`src/rtl/ula_serial_ctrl.sv`:
```
// Bit-serial sequencer around a 1-bit top_ula: feeds operand bits LSB-first,
// chains the carry between bit slices and gathers the serial result.
module ula_serial_ctrl #(
  parameter int WIDTH = 8
) (
  input  logic             clk,
  input  logic             rst_n,
  input  logic             start,
  input  logic [1:0]       op_in,
  input  logic [WIDTH-1:0] a_in,
  input  logic [WIDTH-1:0] b_in,
  input  logic             cin,
  output logic             busy,
  output logic             done,
  output logic [WIDTH-1:0] result,
  output logic             carry_out,
  output logic             ula_A,
  output logic             ula_B,
  output logic             ula_carryIn,
  output logic [1:0]       ula_op,
  input  logic             ula_C,
  input  logic             ula_carryOut
);

  localparam int CW = (WIDTH > 1) ? $clog2(WIDTH) : 1;
  localparam logic [CW-1:0] LAST_CNT = CW'(WIDTH - 1);

  typedef enum logic [1:0] {
    IDLE = 2'b00,
    RUN  = 2'b01,
    DONE = 2'b10
  } state_t;

  state_t           state_r;
  logic [WIDTH-1:0] aSh_r;
  logic [WIDTH-1:0] bSh_r;
  logic [WIDTH-2:0] resSh_r;
  logic [1:0]       op_r;
  logic             carry_r;
  logic [CW-1:0]    cnt_r;
  logic             busy_r;
  logic             done_r;
  logic [WIDTH-1:0] result_r;
  logic             carryOut_r;
  logic [WIDTH-1:0] resFull_s;

  // Incoming result bit joined with the bits gathered so far (MSB = newest).
  assign resFull_s = {ula_C, resSh_r};

  // Sequencer FSM; operand/op/carry registers are zeroed outside RUN so the
  // ula_* outputs can come straight from registers.
  always_ff @(posedge clk or negedge rst_n) begin
    if (!rst_n) begin
      state_r    <= IDLE;
      aSh_r      <= '0;
      bSh_r      <= '0;
      resSh_r    <= '0;
      op_r       <= 2'b00;
      carry_r    <= 1'b0;
      cnt_r      <= '0;
      busy_r     <= 1'b0;
      done_r     <= 1'b0;
      result_r   <= '0;
      carryOut_r <= 1'b0;
    end else begin
      case (state_r)
        IDLE: begin
          done_r <= 1'b0;
          if (start) begin
            aSh_r   <= a_in;
            bSh_r   <= b_in;
            op_r    <= op_in;
            carry_r <= cin;
            cnt_r   <= '0;
            busy_r  <= 1'b1;
            state_r <= RUN;
          end else begin
            busy_r  <= 1'b0;
            state_r <= IDLE;
          end
        end
        RUN: begin
          resSh_r <= resFull_s[WIDTH-1:1];
          aSh_r   <= aSh_r >> 1;
          bSh_r   <= bSh_r >> 1;
          if (cnt_r == LAST_CNT) begin
            // Last slice: publish, and park cnt at zero instead of letting it wrap.
            result_r   <= resFull_s;
            carryOut_r <= ula_carryOut;
            carry_r    <= 1'b0;
            op_r       <= 2'b00;
            cnt_r      <= '0;
            busy_r     <= 1'b0;
            done_r     <= 1'b1;
            state_r    <= DONE;
          end else begin
            carry_r <= ula_carryOut;
            cnt_r   <= cnt_r + CW'(1);
            busy_r  <= 1'b1;
            done_r  <= 1'b0;
            state_r <= RUN;
          end
        end
        DONE: begin
          busy_r  <= 1'b0;
          done_r  <= 1'b0;
          state_r <= IDLE;
        end
        default: begin
          aSh_r   <= '0;
          bSh_r   <= '0;
          op_r    <= 2'b00;
          carry_r <= 1'b0;
          cnt_r   <= '0;
          busy_r  <= 1'b0;
          done_r  <= 1'b0;
          state_r <= IDLE;
        end
      endcase
    end
  end

  assign busy        = busy_r;
  assign done        = done_r;
  assign result      = result_r;
  assign carry_out   = carryOut_r;
  assign ula_A       = aSh_r[0];
  assign ula_B       = bSh_r[0];
  assign ula_carryIn = carry_r;
  assign ula_op      = op_r;

endmodule

```
`config.mk`:
```
export PLATFORM = sky130hd
export DESIGN_NAME = ula_serial_ctrl
export DESIGN_NICKNAME = d
export VERILOG_FILES = /design/src/rtl/ula_serial_ctrl.sv
export SDC_FILE = /design/constraint.sdc
export NUM_CORES = 1
export LEC_CHECK = 0
export CORE_MARGIN = 2
export CORE_UTILIZATION = 45
export CTS_CLUSTER_DIAMETER = 30
export DETAILED_ROUTE_END_ITERATION = 12
export GPL_TIMING_DRIVEN = 1
export PLACE_DENSITY = 0.72
export SLEW_MARGIN = 20
export SYNTH_ARGS = -nofsm -noshare
export SYNTH_HDL_FRONTEND = slang
export SYNTH_SLANG_ARGS = --single-unit
```
`constraint.sdc`:
```
create_clock -name clk -period 1.6 [get_ports clk]
set_input_delay 0.48 -clock clk [delete_from_list [all_inputs] [get_ports clk]]
set_output_delay 0.48 -clock clk [all_outputs]
set_load 0.01 [all_outputs]
```
==> flow_metrics.py <==
metrics = {
    "outcome": {
        "outcome": "complete, no violations",
    },
    "sta": {
        "fin_ws_ns": 0.119,
        "hold_ws_ns": 0.108,
        "max-slew-margin-rel_pct": 71.9,
        "fin_tns_setup_ns": 0,
        "hold_violations": 0,
        "min_period_ns": 1.48,
        "finClkSkew_ns": 0.00481,
        "max_freq_mhz": 675,
        "setup_viol": 0,
        "final.period_utilization_pct": 92.6,
        "worst_pin_slew_ns": 0.422,
        "rsz0062_at_grt": "no",
        "slew_violations": 0,
    },
    "floorplan": {
        "die_height_um": 67.8,
        "dieWidth_um": 67.8,
        "coreArea_mm2": 0.00394,
        "die_area_mm2": 0.00459,
        "start_util_pct": 46.4,
        "pin_count": 40,
        "rows": 23,
    },
    "synth": {
        "avgSynthCellArea_um2": 12.5,
        "synth.most_common_cell": "dfrtp_1",
        "synth_top_cells_by_count": "dfrtp_1, nand2_1, nor2_1",
        "yosysWarnings": 0,
        "synth_area_leaders": "dfrtp_1, a221o_1, mux2_1",
        "ys_seq_elements": 41,
        "async_reset_ff_share_pct": 100,
        "synthesis.area_mm2": 0.00183,
        "synth_ff_type": "dfrtp_1",
        "yosysTopAreaCell": "dfrtp_1",
        "synth_cell_types": 23,
        "synth_seq_area_share_pct": 56.1,
        "synth-edff-count": 0,
        "syn_inst": 146,
        "synth_nets": 173,
        "synth_top_area_share_pct": 56.1,
    },
    "critical_path": {
        "crit_type": "reg -> reg",
        "startpoint_type": "flip-flop",
        "end_kind": "flip-flop",
        "r2r_start": "cnt_r[0]",
        "r2r_cells": 5,
        "r2r_end": "result[0]",
        "worstPathRequired_ns": 1.78,
        "path_max_fanout": 9,
        "rrSetupSlack_ns": 0.12,
        "arrival_ns": 1.66,
    },
    "global_routing": {
        "grt_max_degree": 25,
        "grt.busiest_layer": "met2",
        "grtUsageTotal_pct": 17.8,
        "grt-ovfl-total": 0,
        "grt_use_met3_pct": 4.50,
        "grt_pass1_wl_um": 5860,
        "grt_antenna_before_repair": 0,
        "grt_pass1_vias": 1231,
        "met1_usage_pct": 22.5,
        "met2_usage_pct": 27.9,
    },
    "clock_tree": {
        "cts_tree": "yes",
        "numCtsBuffers": 5,
        "ctsLongestPathBuffers": 2,
        "holdBufCountCts": 0,
        "htreeDepth": 2,
        "clk_pin_slew_ns": 0.08,
        "cts_root_buffer": "clkbuf_8",
        "clk_latency_ns": 0.30,
        "cts_sinks": 41,
    },
    "final_layout": {
        "final_cells": 240,
        "nets": 216,
        "fin_util_pct": 59.3,
        "synthToLayoutAreaGrowth_pct": 27.9,
        "drive_gt1_share_pct": 12.6,
        "antenna_cells": 0,
    },
    "pwr": {
        "switchingPower_uw": 1270,
        "power_density_mw_per_mm2": 1700,
        "clkPwrFrac_pct": 22.0,
        "comb_power_share_pct": 34.6,
        "p_leak_uw": 0.00112,
        "power.internal_uw": 2710,
        "swShare_pct": 32.0,
        "ir_worst_vdd_mv": 0.957,
        "seqPwrFrac_pct": 43.4,
    },
    "drt": {
        "wl_um": 3510,
        "drtIter0Drc": 44,
        "avgViaCountPerCell": 5.15,
        "vias": 1236,
        "drcViolationCount": 0,
        "avgRoutedWirePerCell_um": 14.6,
        "final_antenna_net_count": 0,
        "first_pass_iters": 4,
    },
    "place": {
        "port_buffers": 39,
        "pre_cts_ws_ns": -0.141,
        "place_inst": 232,
        "place_congestion": 0.730,
        "dpl.hpwl_um": 2430,
    },
    "flow_run": {
        "max-cap-violations": 0,
    },
    "worst_hold_path": {
        "min_path_type": "in -> async",
    },
}
[per-stage QoR]
| stage | power (uW) | instance area, um^2 |
|---|---|---|
| after floorplan | 2690 | 1830 |
| after global placement | 3190 | 2240 |
| after detailed placement | 3260 | 2240 |
| after CTS | 4020 | 2340 |
| after global routing | 4250 | 2340 |
| final | 3980 | 2340 |
[cells by family after synthesis]
logic type	after synthesis	synth area share [%]
and+or+nand+nor	50	13.5
muxes	19	11.9
buffers and inverters	13	6.22
DFF	41	56.1
adders and majority gates	3	2.05
AOI/OAI and AO/OA	20	10.3
[power groups by stage]
stage | Clock (uW) | Sequential [uW] | Combinational (uW)
after floorplan | 0 | 1760 | 929
after global placement | 0 | 1720 | 1460
after detailed placement | 0 | 1750 | 1520
after CTS | 895 | 1730 | 1400
after global routing | 943 | 1780 | 1520
final | 877 | 1730 | 1380
[layer usage]
layer  up-vias  share of wire [%]
met4         0                1.5
met3         7                4.6
met2        37                 50
li1        592                  -
met5         -                  0
met1       600                 44
[state kept, by name, summed over array words and instances (netlist names)]
signal and flops:
aSh_r 8, bSh_r 8, result 8, resSh_r 7, cnt_r 3, state_r 2
ula_op 2, carry_out 1, done 1, ula_carryIn 1
[placed cells by master, fill, tap and decap left out, types with 3 or more instances in the layout]
cell	instances
mux2i_1	3
a221o_1	16
mux2_1	14
buf_4	6
ha_1	3
dlygate4sd2_1	16
clkbuf_8	6
nand2_1	21
dfrtp_1	41
clkdlybuf4s50_1	22
nor2_1	21
[worst max-delay path by stage]
stage                     startpoint         to  slack, ns  cells after the start
final                       cnt_r[0]  result[0]       0.12                      5
after global routing        cnt_r[0]  result[0]       0.06                      5
after CTS                   cnt_r[0]  result[0]       0.11                      5
after detailed placement       start  ula_op[1]      -0.14                      4
after global placement         start  ula_op[1]      -0.11                      4
after floorplan                start   aSh_r[1]       0.17                      6
[worst max-delay path, stage by stage (launching register included)]
cell and delay [ns]:
dfrtp_1 0.41, ha_1 0.23, ha_1 0.26, nand2_8 0.12, inv_2 0.06, mux2_4 0.29
[layout make-up]
| class | instances | area (um^2) |
|---|---|---|
| clock buffers | 6 | 82.6 |
| inverters | 3 | 11.3 |
| fillers | 315 | 1600 |
| flip-flops and latches | 41 | 1030 |
| clock inverters | 2 | 37.5 |
| well taps | 50 | 62.6 |
| multi-input cells | 92 | 689 |
| repair buffers | 46 | 430 |
[what timing repair did]
item                       in CTS  in global routing
buffers inserted                0                  0
setup endpoints to repair      16                  0
gates resized for setup        16                  0
(Power assumes the default switching activity.)
